### src/rtl/noc_wb_bridge_pkg.sv
// Shared types and header field layout for the NoC-to-Wishbone initiator bridge.
// Request and response headers use the same field positions.
package noc_wb_bridge_pkg;

  localparam int unsigned HDR_WIDTH = 32;
  localparam int unsigned DEST_MSB  = 31;
  localparam int unsigned DEST_LSB  = 27;
  localparam int unsigned CLASS_MSB = 26;
  localparam int unsigned CLASS_LSB = 24;
  localparam int unsigned SRC_MSB   = 23;
  localparam int unsigned SRC_LSB   = 19;
  localparam int unsigned TAG_MSB   = 15;
  localparam int unsigned TAG_LSB   = 8;
  localparam int unsigned WE_BIT    = 1;
  localparam int unsigned ERR_BIT   = 0;

  typedef enum logic [2:0] {
    S_IDLE,
    S_ADDR,
    S_DATA,
    S_BUS,
    S_RESP_HDR,
    S_RESP_DAT,
    S_DRAIN
  } state_e;

  // Response header: unlisted bits are zero.
  function automatic logic [HDR_WIDTH-1:0] make_resp_hdr(
    input logic [4:0] dest,
    input logic [2:0] cls,
    input logic [4:0] src,
    input logic [7:0] tag,
    input logic       we,
    input logic       err
  );
    logic [HDR_WIDTH-1:0] h;
    h                     = '0;
    h[DEST_MSB:DEST_LSB]  = dest;
    h[CLASS_MSB:CLASS_LSB] = cls;
    h[SRC_MSB:SRC_LSB]    = src;
    h[TAG_MSB:TAG_LSB]    = tag;
    h[WE_BIT]             = we;
    h[ERR_BIT]            = err;
    return h;
  endfunction

endpackage

### src/rtl/noc_wb_master_bridge_if.sv
// NoC request/response channels plus the Wishbone master bus of the bridge.
// master = bridge side, slave = NoC/Wishbone environment side.
interface noc_wb_master_bridge_if #(
  parameter int unsigned FLIT_WIDTH = 32
);
  logic [FLIT_WIDTH-1:0] noc_in_flit;
  logic                  noc_in_last;
  logic                  noc_in_valid;
  logic                  noc_in_ready;
  logic [FLIT_WIDTH-1:0] noc_out_flit;
  logic                  noc_out_last;
  logic                  noc_out_valid;
  logic                  noc_out_ready;
  logic [31:0]           wbm_adr_o;
  logic [31:0]           wbm_dat_o;
  logic [3:0]            wbm_sel_o;
  logic                  wbm_we_o;
  logic                  wbm_cyc_o;
  logic                  wbm_stb_o;
  logic [31:0]           wbm_dat_i;
  logic                  wbm_ack_i;
  logic                  wbm_err_i;

  modport master (
    input  noc_in_flit, noc_in_last, noc_in_valid,
    output noc_in_ready,
    output noc_out_flit, noc_out_last, noc_out_valid,
    input  noc_out_ready,
    output wbm_adr_o, wbm_dat_o, wbm_sel_o, wbm_we_o, wbm_cyc_o, wbm_stb_o,
    input  wbm_dat_i, wbm_ack_i, wbm_err_i
  );

  modport slave (
    output noc_in_flit, noc_in_last, noc_in_valid,
    input  noc_in_ready,
    input  noc_out_flit, noc_out_last, noc_out_valid,
    output noc_out_ready,
    input  wbm_adr_o, wbm_dat_o, wbm_sel_o, wbm_we_o, wbm_cyc_o, wbm_stb_o,
    output wbm_dat_i, wbm_ack_i, wbm_err_i
  );
endinterface

### src/rtl/noc_wb_bridge_timer.sv
// Saturating 16-bit bus-wait counter; expired_c flags the TIMEOUT-th enabled cycle.
// TIMEOUT = 0 disables expiry.
module noc_wb_bridge_timer #(
  parameter int unsigned TIMEOUT = 255
) (
  input  logic clk,
  input  logic rst,
  input  logic clr,
  input  logic en,
  output logic expired_c
);
  localparam int unsigned CNT_WIDTH = 16;

  logic [CNT_WIDTH-1:0] count;

  always_ff @(posedge clk) begin
    if (rst || clr) begin
      count <= '0;
    end else if (en && (count != '1)) begin
      count <= count + CNT_WIDTH'(1);
    end
  end

  // count holds the number of enabled cycles already elapsed
  assign expired_c = en && (TIMEOUT != 0) && (count == CNT_WIDTH'(TIMEOUT - 1));

endmodule

### src/rtl/noc_wb_master_bridge.sv
// Runs single-beat NoC request packets as Wishbone classic cycles and returns
// a response packet to the requesting tile. One transaction outstanding.
module noc_wb_master_bridge
  import noc_wb_bridge_pkg::*;
#(
  parameter int unsigned FLIT_WIDTH = 32,
  parameter logic [4:0]  TILEID     = 5'd0,
  parameter logic [2:0]  CLASS      = 3'd2,
  parameter int unsigned TIMEOUT    = 255
) (
  input  logic                   clk,
  input  logic                   rst,
  noc_wb_master_bridge_if.master bus,
  output logic                   busy
);

  state_e      state, state_next;
  logic [4:0]  src_q;
  logic [7:0]  tag_q;
  logic        we_q;
  logic [31:0] rdata_q;
  logic        in_fire_c, out_fire_c, in_last_c;
  logic        bus_done_c, bus_err_c, expired_c;

  assign in_fire_c  = bus.noc_in_valid && bus.noc_in_ready;
  assign out_fire_c = bus.noc_out_valid && bus.noc_out_ready;
  assign in_last_c  = bus.noc_in_last;
  // err wins over ack; a timeout only counts if the slave did not ack in that cycle
  assign bus_done_c = bus.wbm_ack_i || bus.wbm_err_i || expired_c;
  assign bus_err_c  = bus.wbm_err_i || (expired_c && !bus.wbm_ack_i);
  assign bus.wbm_sel_o = 4'hf;

  noc_wb_bridge_timer #(.TIMEOUT(TIMEOUT)) u_timer (
    .clk       (clk),
    .rst       (rst),
    .clr       (state != S_BUS),
    .en        (state == S_BUS),
    .expired_c (expired_c)
  );

  always_ff @(posedge clk) begin
    if (rst) state <= S_IDLE;
    else     state <= state_next;
  end

  always_comb begin
    state_next = state;
    case (state)
      S_IDLE:   if (in_fire_c && !in_last_c) state_next = S_ADDR;
      S_ADDR: begin
        if (in_fire_c) begin
          case ({in_last_c, we_q})
            2'b10:   state_next = S_BUS;
            2'b01:   state_next = S_DATA;
            2'b00:   state_next = S_DRAIN;
            default: state_next = S_IDLE;
          endcase
        end
      end
      S_DATA:   if (in_fire_c) state_next = in_last_c ? S_BUS : S_DRAIN;
      S_DRAIN:  if (in_fire_c && in_last_c) state_next = S_BUS;
      S_BUS:    if (bus_done_c) state_next = S_RESP_HDR;
      S_RESP_HDR: if (out_fire_c) state_next = we_q ? S_IDLE : S_RESP_DAT;
      S_RESP_DAT: if (out_fire_c) state_next = S_IDLE;
      default:  state_next = S_IDLE;
    endcase
  end

  // Control outputs are registered from the next state so they line up with it.
  always_ff @(posedge clk) begin
    if (rst) begin
      bus.noc_in_ready  <= 1'b1;
      bus.noc_out_valid <= 1'b0;
      bus.noc_out_last  <= 1'b0;
      bus.noc_out_flit  <= '0;
      bus.wbm_adr_o     <= '0;
      bus.wbm_dat_o     <= '0;
      bus.wbm_we_o      <= 1'b0;
      bus.wbm_cyc_o     <= 1'b0;
      bus.wbm_stb_o     <= 1'b0;
      busy              <= 1'b0;
      src_q             <= '0;
      tag_q             <= '0;
      we_q              <= 1'b0;
      rdata_q           <= '0;
    end else begin
      bus.noc_in_ready  <= state_next inside {S_IDLE, S_ADDR, S_DATA, S_DRAIN};
      bus.noc_out_valid <= state_next inside {S_RESP_HDR, S_RESP_DAT};
      bus.wbm_cyc_o     <= (state_next == S_BUS);
      bus.wbm_stb_o     <= (state_next == S_BUS);
      busy              <= (state_next != S_IDLE);

      if ((state == S_IDLE) && in_fire_c) begin
        src_q        <= bus.noc_in_flit[SRC_MSB:SRC_LSB];
        tag_q        <= bus.noc_in_flit[TAG_MSB:TAG_LSB];
        we_q         <= bus.noc_in_flit[WE_BIT];
        bus.wbm_we_o <= bus.noc_in_flit[WE_BIT];
      end
      if ((state == S_ADDR) && in_fire_c) bus.wbm_adr_o <= 32'(bus.noc_in_flit);
      if ((state == S_DATA) && in_fire_c) bus.wbm_dat_o <= 32'(bus.noc_in_flit);

      if ((state == S_BUS) && bus_done_c) begin
        rdata_q          <= bus_err_c ? 32'h0 : bus.wbm_dat_i;
        bus.noc_out_flit <= FLIT_WIDTH'(make_resp_hdr(src_q, CLASS, TILEID, tag_q, we_q, bus_err_c));
        bus.noc_out_last <= we_q;
      end
      if ((state == S_RESP_HDR) && out_fire_c && !we_q) begin
        bus.noc_out_flit <= FLIT_WIDTH'(rdata_q);
        bus.noc_out_last <= 1'b1;
      end
      if (out_fire_c && (state_next == S_IDLE)) bus.noc_out_last <= 1'b0;
    end
  end

endmodule

### src/flat_wrapper.sv
// flat-port wrapper written by rule: the top's interface ports become plain ports
module noc_wb_master_bridge_flat import noc_wb_bridge_pkg::*;
#(
  parameter int unsigned FLIT_WIDTH = 32,
  parameter logic [4:0]  TILEID     = 5'd0,
  parameter logic [2:0]  CLASS      = 3'd2,
  parameter int unsigned TIMEOUT    = 255
)
  (clk, rst, busy, bus_noc_in_flit, bus_noc_in_last, bus_noc_in_valid, bus_noc_in_ready, bus_noc_out_flit, bus_noc_out_last, bus_noc_out_valid, bus_noc_out_ready, bus_wbm_adr_o, bus_wbm_dat_o, bus_wbm_sel_o, bus_wbm_we_o, bus_wbm_cyc_o, bus_wbm_stb_o, bus_wbm_dat_i, bus_wbm_ack_i, bus_wbm_err_i);
  noc_wb_master_bridge_if #(.FLIT_WIDTH(FLIT_WIDTH)) bus_i ();
  input  logic clk;
  input  logic rst;
  output logic busy;
  input wire logic [$bits(bus_i.noc_in_flit)-1:0] bus_noc_in_flit;
  input wire logic [$bits(bus_i.noc_in_last)-1:0] bus_noc_in_last;
  input wire logic [$bits(bus_i.noc_in_valid)-1:0] bus_noc_in_valid;
  output wire logic [$bits(bus_i.noc_in_ready)-1:0] bus_noc_in_ready;
  output wire logic [$bits(bus_i.noc_out_flit)-1:0] bus_noc_out_flit;
  output wire logic [$bits(bus_i.noc_out_last)-1:0] bus_noc_out_last;
  output wire logic [$bits(bus_i.noc_out_valid)-1:0] bus_noc_out_valid;
  input wire logic [$bits(bus_i.noc_out_ready)-1:0] bus_noc_out_ready;
  output wire logic [$bits(bus_i.wbm_adr_o)-1:0] bus_wbm_adr_o;
  output wire logic [$bits(bus_i.wbm_dat_o)-1:0] bus_wbm_dat_o;
  output wire logic [$bits(bus_i.wbm_sel_o)-1:0] bus_wbm_sel_o;
  output wire logic [$bits(bus_i.wbm_we_o)-1:0] bus_wbm_we_o;
  output wire logic [$bits(bus_i.wbm_cyc_o)-1:0] bus_wbm_cyc_o;
  output wire logic [$bits(bus_i.wbm_stb_o)-1:0] bus_wbm_stb_o;
  input wire logic [$bits(bus_i.wbm_dat_i)-1:0] bus_wbm_dat_i;
  input wire logic [$bits(bus_i.wbm_ack_i)-1:0] bus_wbm_ack_i;
  input wire logic [$bits(bus_i.wbm_err_i)-1:0] bus_wbm_err_i;
  assign bus_i.noc_in_flit = bus_noc_in_flit;
  assign bus_i.noc_in_last = bus_noc_in_last;
  assign bus_i.noc_in_valid = bus_noc_in_valid;
  assign bus_noc_in_ready = bus_i.noc_in_ready;
  assign bus_noc_out_flit = bus_i.noc_out_flit;
  assign bus_noc_out_last = bus_i.noc_out_last;
  assign bus_noc_out_valid = bus_i.noc_out_valid;
  assign bus_i.noc_out_ready = bus_noc_out_ready;
  assign bus_wbm_adr_o = bus_i.wbm_adr_o;
  assign bus_wbm_dat_o = bus_i.wbm_dat_o;
  assign bus_wbm_sel_o = bus_i.wbm_sel_o;
  assign bus_wbm_we_o = bus_i.wbm_we_o;
  assign bus_wbm_cyc_o = bus_i.wbm_cyc_o;
  assign bus_wbm_stb_o = bus_i.wbm_stb_o;
  assign bus_i.wbm_dat_i = bus_wbm_dat_i;
  assign bus_i.wbm_ack_i = bus_wbm_ack_i;
  assign bus_i.wbm_err_i = bus_wbm_err_i;
  noc_wb_master_bridge #(.FLIT_WIDTH(FLIT_WIDTH), .TILEID(TILEID), .CLASS(CLASS), .TIMEOUT(TIMEOUT)) u_core (.clk(clk), .rst(rst), .bus(bus_i), .busy(busy));
endmodule
### config.mk
export PLATFORM = sky130hd
export DESIGN_NAME = noc_wb_master_bridge_flat
export DESIGN_NICKNAME = d
export VERILOG_FILES = /design/src/rtl/noc_wb_bridge_pkg.sv /design/src/rtl/noc_wb_master_bridge_if.sv /design/src/rtl/noc_wb_bridge_timer.sv /design/src/rtl/noc_wb_master_bridge.sv /design/src/flat_wrapper.sv
export SDC_FILE = /design/constraint.sdc
export NUM_CORES = 1
export LEC_CHECK = 0
export CAP_MARGIN = 30
export CORE_MARGIN = 3
export CORE_UTILIZATION = 40
export DETAILED_ROUTE_END_ITERATION = 10
export PLACE_DENSITY = 0.69
export RECOVER_POWER = 25
export SLEW_MARGIN = 15
export SYNTH_ARGS = -nofsm -noshare
export SYNTH_HDL_FRONTEND = slang
export SYNTH_HIERARCHICAL = 1
export SYNTH_SLANG_ARGS = --single-unit
### constraint.sdc
create_clock -name clk -period 5.95 [get_ports clk]
set_input_delay 0.595 -clock clk [delete_from_list [all_inputs] [get_ports clk]]
set_output_delay 0.595 -clock clk [all_outputs]
set_load 0.05 [all_outputs]
# Word-level counts from Yosys, hierarchy flattened

Cells that the tools add are included.

Add/subtract/negate cells: 1
Reduce and logical (&&, ||, !) cells: 29
Muxes and demuxes: 16
Equality and inequality tests: 17

Operator list:

| kind                  | count |
|---|---|
| $mux 32               | 3 |
| $mux 3                | 9 |
| $pmux 3 s7            | 1 |
| $eq 3x3->1 const B    | 6 |
| $add 16x1->16 const B | 1 |
| $eq 16x8->1 const B   | 1 |
| $ne 16x16->1 const B  | 1 |
| $logic_and 1x1->1     | 14 |
| $eq 3x2->1 const B    | 4 |
| $pmux 3 s3            | 1 |
| $eq 3x1->1 const B    | 2 |
| $logic_not 3->1       | 2 |
| $logic_or 1x1->1      | 4 |
| $reduce_bool 2->1     | 2 |
| $reduce_bool 4->1     | 1 |
| $logic_not 1->1       | 3 |
| $ne 3x2->1 const B    | 1 |
| $reduce_bool 3->1     | 1 |
| $eq 2x1->1 const B    | 1 |
| $eq 2x2->1 const B    | 1 |
| $logic_not 2->1       | 1 |
| $mux 1                | 2 |
| $reduce_or 2->1       | 1 |

Input bits: 71
Flip-flop bits (word level): 166
Output and inout port bits: 107

# Depth between registers and ports, before layout

Depth after elaboration: 8
Gate-level depth with buffers: 13

# Cells and area by module

The synthesis kept the hierarchy.

By module, submodules not included:

| module               | cells an instance | instances | sequential area each (um2) | area each (um2) |
|---|---|---|---|---|
| noc_wb_master_bridge | 686               | 1         | 3002.9                     | 5500.3 |
| noc_wb_bridge_timer  | 109               | 1         | 320.3                      | 914.6 |

# Worst setup path before layout

OpenSTA, ideal clock, no wires.

Path type: reg-to-reg
Start: reg u_core.state[2]
End: reg u_core.bus.noc_out_last
Data arrival time: 2230 ps
Slack: 3562 ps
Cell stages (with the launch flop): 12
Path buffers: 0
Path through: dfxtp_1 > nand3b_2 > inv_2 > nand3_1 > nor2_1 > nand4_1 > nor4_1 > nor3_1 > and2_1 > or3_1 > nor2b_4 > a41oi_1

Word-level cells in the longest chain between the ends: 8
Elaborated cells on any way between the ends: 25

Ends and longest elaborated chain:

| item                       | line                          | source |
|---|---|---|
| from (decl)                | noc_wb_master_bridge.sv:17    | `state_e state, state_next;` |
| from (signal assigned)     | noc_wb_master_bridge.sv:43    | `else state <= state_next;` |
| $eq 3x2->1 *               | noc_wb_master_bridge.sv:37    | `.en (state == S_BUS),` |
| $logic_and 1x1->1 *        | noc_wb_bridge_timer.sv:25     | `assign expired_c = en && (TIMEOUT != 0) && (count == CNT_WIDTH'(TIMEOUT - 1));` |
| named net u_core.expired_c | noc_wb_master_bridge.sv:23    | `logic bus_done_c, bus_err_c, expired_c;` |
| $logic_or 1x1->1 *         | noc_wb_master_bridge.sv:29    | `assign bus_done_c = bus.wbm_ack_i \|\| bus.wbm_err_i \|\| expired_c;` |
| $mux 3                     | noc_wb_master_bridge.sv:62    | `S_BUS: if (bus_done_c) state_next = S_RESP_HDR;` |
| $pmux 3 s7                 | noc_wb_master_bridge.sv:48    | `case (state)` |
| $logic_not 3->1            | noc_wb_master_bridge.sv:111   | `if (out_fire_c && (state_next == S_IDLE)) bus.noc_out_last <= 1'b0;` |
| $logic_and 1x1->1          | noc_wb_master_bridge.sv:111   |  |
| $reduce_or 2->1 (no line)  | -                             |  |
| to (signal assigned)       | noc_wb_master_bridge.sv:105   | `bus.noc_out_last <= we_q;` |
| to (decl)                  | noc_wb_master_bridge_if.sv:27 | `output noc_out_flit, noc_out_last, noc_out_valid,` |

Mark *: on every way through the listed nets, which the timed path passes. The rest lies on a longest branch.
A chain may end at the register's enable or synchronous reset.

# Worst setup path in the final report

Start: reg u_core.state[0]
End: reg u_core.bus.noc_in_ready

Word-level cells in the longest chain between the ends: 7
Elaborated cells on any way between the ends: 22

Ends and longest elaborated chain:

| item                                     | line                          | source |
|---|---|---|
| $eq 3x2->1 *                             | noc_wb_master_bridge.sv:37    |  |
| $logic_and 1x1->1 *                      | noc_wb_bridge_timer.sv:25     |  |
| named net u_core.expired_c               | noc_wb_master_bridge.sv:23    |  |
| $logic_or 1x1->1 *                       | noc_wb_master_bridge.sv:29    |  |
| $mux 3 *                                 | noc_wb_master_bridge.sv:62    |  |
| $pmux 3 s7 *                             | noc_wb_master_bridge.sv:48    |  |
| $eq 3x1->1, or another cell as far along | noc_wb_master_bridge.sv:87    | `bus.noc_in_ready <= state_next inside {S_IDLE, S_ADDR, S_DATA, S_DRAIN};` |
| $reduce_bool 4->1 *                      | noc_wb_master_bridge.sv:87    |  |
| to (signal assigned)                     | noc_wb_master_bridge.sv:87    |  |
| to (decl)                                | noc_wb_master_bridge_if.sv:26 | `output noc_in_ready,` |

Marked as above.

==> metrics.log <==
INFO  metric initial_core_utilization = 41.6%
INFO  metric min_period_over_period = 54.2%
INFO  metric timing.setup.critical_path_class = reg -> reg
INFO  metric clock_tree.buffer_depth = 2
INFO  metric ir_drop = 0.229 mV
INFO  metric type_of_element_capturing_the_critical_path = flop
INFO  metric stdcell_area = 8770 um2
INFO  metric period_needed = 3.23 ns
INFO  metric worstPathRequired = 6.26 ns
INFO  metric crit_fanout = 49
INFO  metric leak_pwr = 0.00296 uW
INFO  metric setup_repair_bufs_after_cts = 0
INFO  metric route.antenna.remaining_nets = 0
INFO  metric crit_path_max_incr_delay = 0.51 ns
INFO  metric post_synth_arst_share = 0%
INFO  metric maximum_number_of_pins_on_one_net_before_global_route_repair = 96
INFO  metric count_of_final_max_slew_check_failures = 66
INFO  metric hold_class = reg -> reg
INFO  metric headroom_to_the_max_slew_limit = -5.16%
INFO  metric cp.depth = 12
INFO  metric overflow = 0
INFO  metric worst_setup_path_start_kind = flop
INFO  metric cp_slowest_cell = sky130_fd_sc_hd__dfxtp_1
INFO  metric synth-edff-count = 0
INFO  metric setup_viol = 0
INFO  metric setup_tns = 0 ns
INFO  metric post_drt_wl_per_cell = 15.9 um
INFO  metric std_cell_rows = 45
INFO  metric vias = 6077
INFO  metric antenna_found_initial = 0
INFO  metric worst_r2r_start = u_core/state[0]$_SDFF_PP0_
INFO  metric dpl_cell_area = 8230 um2
INFO  metric design.die.area = 17600 um2
INFO  metric clkSinkCount = 166
INFO  metric critPathMostFrequentCell = sky130_fd_sc_hd__nor4_1
INFO  metric multi_input_comb_area = 2810 um2
INFO  metric grtUsageTotal = 20.6%
INFO  metric finalClockSkew = 0.00641 ns
INFO  metric number_of_cells_traversed_by_the_worst_register_to_register_path = 12
INFO  metric clock_pin_transition_on_the_worst_setup_and_hold_timing_paths = 0.06 ns
INFO  metric gp_congestion = 0.853
INFO  metric dp_hpwl = 12.3 mm
INFO  metric worstSetupEndpoint = u_core/bus.noc_in_ready$_SDFF_PP1_
INFO  metric pin_count = 178
INFO  metric power_density = 278 nW/um2
INFO  metric count_of_maximum_capacitance_violations = 2
INFO  metric drt-total-wl = 18.5 mm
INFO  metric clock.fmax = 310 MHz
INFO  metric r2r-end = u_core/bus.noc_in_ready$_SDFF_PP1_
INFO  metric fraction_of_final_layout_cells_with_drive_strength_greater_than_1 = 5.66%
INFO  metric first_global_vias = 5723
INFO  metric cts_tree = yes
INFO  metric status = finished with violations
INFO  metric syn_to_final_growth = 36.8%
INFO  metric rsz0062_at_grt = false
INFO  metric finalHoldWorstSlack = 0.450 ns
INFO  metric syn_avg_cell_area = 8.07 um2
INFO  metric cell_by_cell_listing_of_the_critical_path = nand3b_2, inv_2, nand3_1, nor2_1, nand4_1, nor4_1, nor3_1, nor2_4, buf_4, nor4_1, nor2b_4, a311o_1
INFO  metric fraction_of_the_yosys_area_taken_by_sequential_cells = 51.8%
INFO  metric numPortBuffers = 173
INFO  metric die-width = 133 um
INFO  metric drt_first_iter_violations = 418
INFO  metric synth_cell_types = 51
INFO  metric max_slew.worst_pin.slew = 1.58 ns
INFO  metric ys.warnings.count = 6
INFO  metric cpLargestDelayFamily = simple AND/OR/NAND/NOR gates
INFO  metric layout.cells.most_common_list = sky130_fd_sc_hd__nand2_1 (227), sky130_fd_sc_hd__clkdlybuf4s50_1 (171), sky130_fd_sc_hd__dfxtp_1 (166)
INFO  metric drt-vias-per-instance = 5.22
INFO  metric critical_path_buf_inv_count = 2
INFO  metric clock_latency = 0.42 ns
INFO  metric drc_errors = 0
INFO  metric first_pass_grt_wire_length = 29.6 mm
INFO  metric nFillCells = 1473
INFO  metric final_hold_viol_count = 0
INFO  metric tritoncts.num_buffers = 17
INFO  metric dieHeight = 133 um
INFO  metric ff2ff_setup_slack = 2.72 ns
INFO  metric syn_inst = 795
INFO  metric violations = max-capacitance violations, max-slew violations
INFO  metric synth_top_flop_cell = sky130_fd_sc_hd__dfxtp_1
INFO  metric floorplan.core_area = 15400 um2
INFO  metric critPathArrivalTime = 3.54 ns
INFO  metric ctsHtreeMaxLevel = 4
INFO  metric diodes_inserted = 0
INFO  metric yosys_register_bits = 166
INFO  metric netlist_area = 6410 um2
INFO  metric seq_cell_area = 3320 um2
INFO  metric min_delay_path_depth = 2
INFO  metric design.final.nets = 1014
INFO  metric cts_repair_resize_count = 0
INFO  metric drt-pass1-iter-count = 5
INFO  metric startpoint = u_core/state[0]$_SDFF_PP0_
INFO  metric postCtsHoldBufs = 0
INFO  metric mostFrequentLayoutCell = sky130_fd_sc_hd__nand2_1
INFO  metric cts-root-buf = sky130_fd_sc_hd__clkbuf_16
-- layer usage --
layer / wire length [um] / vias up / global-route usage (%)
li1: - / 3008 / -
met1: 8270 / 2872 / 26.8
met2: 8500 / 176 / 31.6
met3: 1400 / 21 / 7.95
met4: 299 / 0 / 6.76
met5: 0 / - / 0
-- cells in the mapped netlist (4+ instances only) --
| library cell | count | share of area (%) |
|---|---|---|
| sky130_fd_sc_hd__nand2_1 | 227 | 13 |
| sky130_fd_sc_hd__a311oi_1 | 13 | 1.8 |
| sky130_fd_sc_hd__buf_2 | 15 | 1.2 |
| sky130_fd_sc_hd__nor3_1 | 9 | 0.70 |
| sky130_fd_sc_hd__nor2_1 | 39 | 2.3 |
| sky130_fd_sc_hd__and2_1 | 5 | 0.49 |
| sky130_fd_sc_hd__a22oi_1 | 17 | 2.0 |
| sky130_fd_sc_hd__or3_1 | 12 | 1.2 |
| sky130_fd_sc_hd__clkbuf_1 | 37 | 2.2 |
| sky130_fd_sc_hd__o21ai_0 | 6 | 0.47 |
| sky130_fd_sc_hd__nand2b_1 | 4 | 0.39 |
| sky130_fd_sc_hd__dfxtp_1 | 166 | 52 |
| sky130_fd_sc_hd__nand4_1 | 5 | 0.49 |
| sky130_fd_sc_hd__buf_4 | 6 | 0.70 |
| sky130_fd_sc_hd__nor4_1 | 9 | 0.88 |
| sky130_fd_sc_hd__inv_1 | 6 | 0.35 |
| sky130_fd_sc_hd__a211oi_1 | 4 | 0.47 |
| sky130_fd_sc_hd__nand3_1 | 43 | 3.4 |
| sky130_fd_sc_hd__a21oi_1 | 126 | 9.8 |
| sky130_fd_sc_hd__mux2i_1 | 4 | 0.62 |
-- cell type report --
cell class,instances,area share (%)
flip-flops and latches,166,37.9
multi-input cells,565,32.0
repair buffers,184,20.8
clock buffers,20,5.09
well taps,211,3.01
clock inverters,12,0.898
inverters,7,0.299
-- power breakdown --
| group | total (uW) | switching, uW | internal [uW] |
|---|---|---|---|
| registers | 1170 | 23.6 | 1140 |
| logic | 291 | 182 | 109 |
| clock network | 984 | 442 | 542 |
-- worst min-delay path by stage --
stage                                     from                               to  slack, ns
2_1_floorplan  u_core/rdata_q[31]$_SDFFE_PP0P_  u_core/rdata_q[31]$_SDFFE_PP0P_       0.43
3_3_place_gp   u_core/rdata_q[19]$_SDFFE_PP0P_  u_core/rdata_q[19]$_SDFFE_PP0P_       0.44
3_5_place_dp   u_core/rdata_q[18]$_SDFFE_PP0P_  u_core/rdata_q[18]$_SDFFE_PP0P_       0.44
4_1_cts        u_core/rdata_q[22]$_SDFFE_PP0P_  u_core/rdata_q[22]$_SDFFE_PP0P_       0.45
5_1_grt        u_core/rdata_q[22]$_SDFFE_PP0P_  u_core/rdata_q[22]$_SDFFE_PP0P_       0.47
6_report       u_core/rdata_q[26]$_SDFFE_PP0P_  u_core/rdata_q[26]$_SDFFE_PP0P_       0.45
-- registers in the layout, indices dropped and copies added (netlist names) --
register / flops
u_core/bus.noc_out_flit: 32
u_core/bus.wbm_dat_o: 32
u_core/tag_q: 8
u_core/bus.wbm_adr_o: 32
u_core/bus.noc_out_last: 1
u_core/we_q: 1
u_core/rdata_q: 32
u_core/busy: 1
u_core/state: 3
u_core/bus.wbm_stb_o: 1
u_core/src_q: 5
u_core/bus.noc_out_valid: 1
u_core/u_timer/count: 16
u_core/bus.noc_in_ready: 1
-- tightest hold or removal path, stage by stage (launching register included) --
cell and delay (ns):
sky130_fd_sc_hd__dfxtp_1 0.31, sky130_fd_sc_hd__nand2_1 0.05, sky130_fd_sc_hd__a21oi_1 0.05
-- cells by family after synthesis --
group / Yosys count / synth area share [%]
DFF: 166 / 51.8
AOI/OAI and AO/OA: 182 / 16.5
other: 1 / 0.0585
adders and majority gates: 2 / 0.390
buffers and inverters: 67 / 4.68
and+or+nand+nor: 373 / 25.9
muxes: 4 / 0.624
-- per-stage QoR --
stage                     utilization [%]  total power (uW)  std cells  worst slack (ns)
after detailed placement             53.4              1480       1131              2.75
after CTS                            56.8              2470       1163              2.74
after global placement               53.4              1480       1131              2.88
final                                56.9              2440       1165              2.72
after global routing                 56.9              2530       1165              2.40
after floorplan                         -              1360        798              3.56
Note: power is estimated with default switching activity, not from simulation.
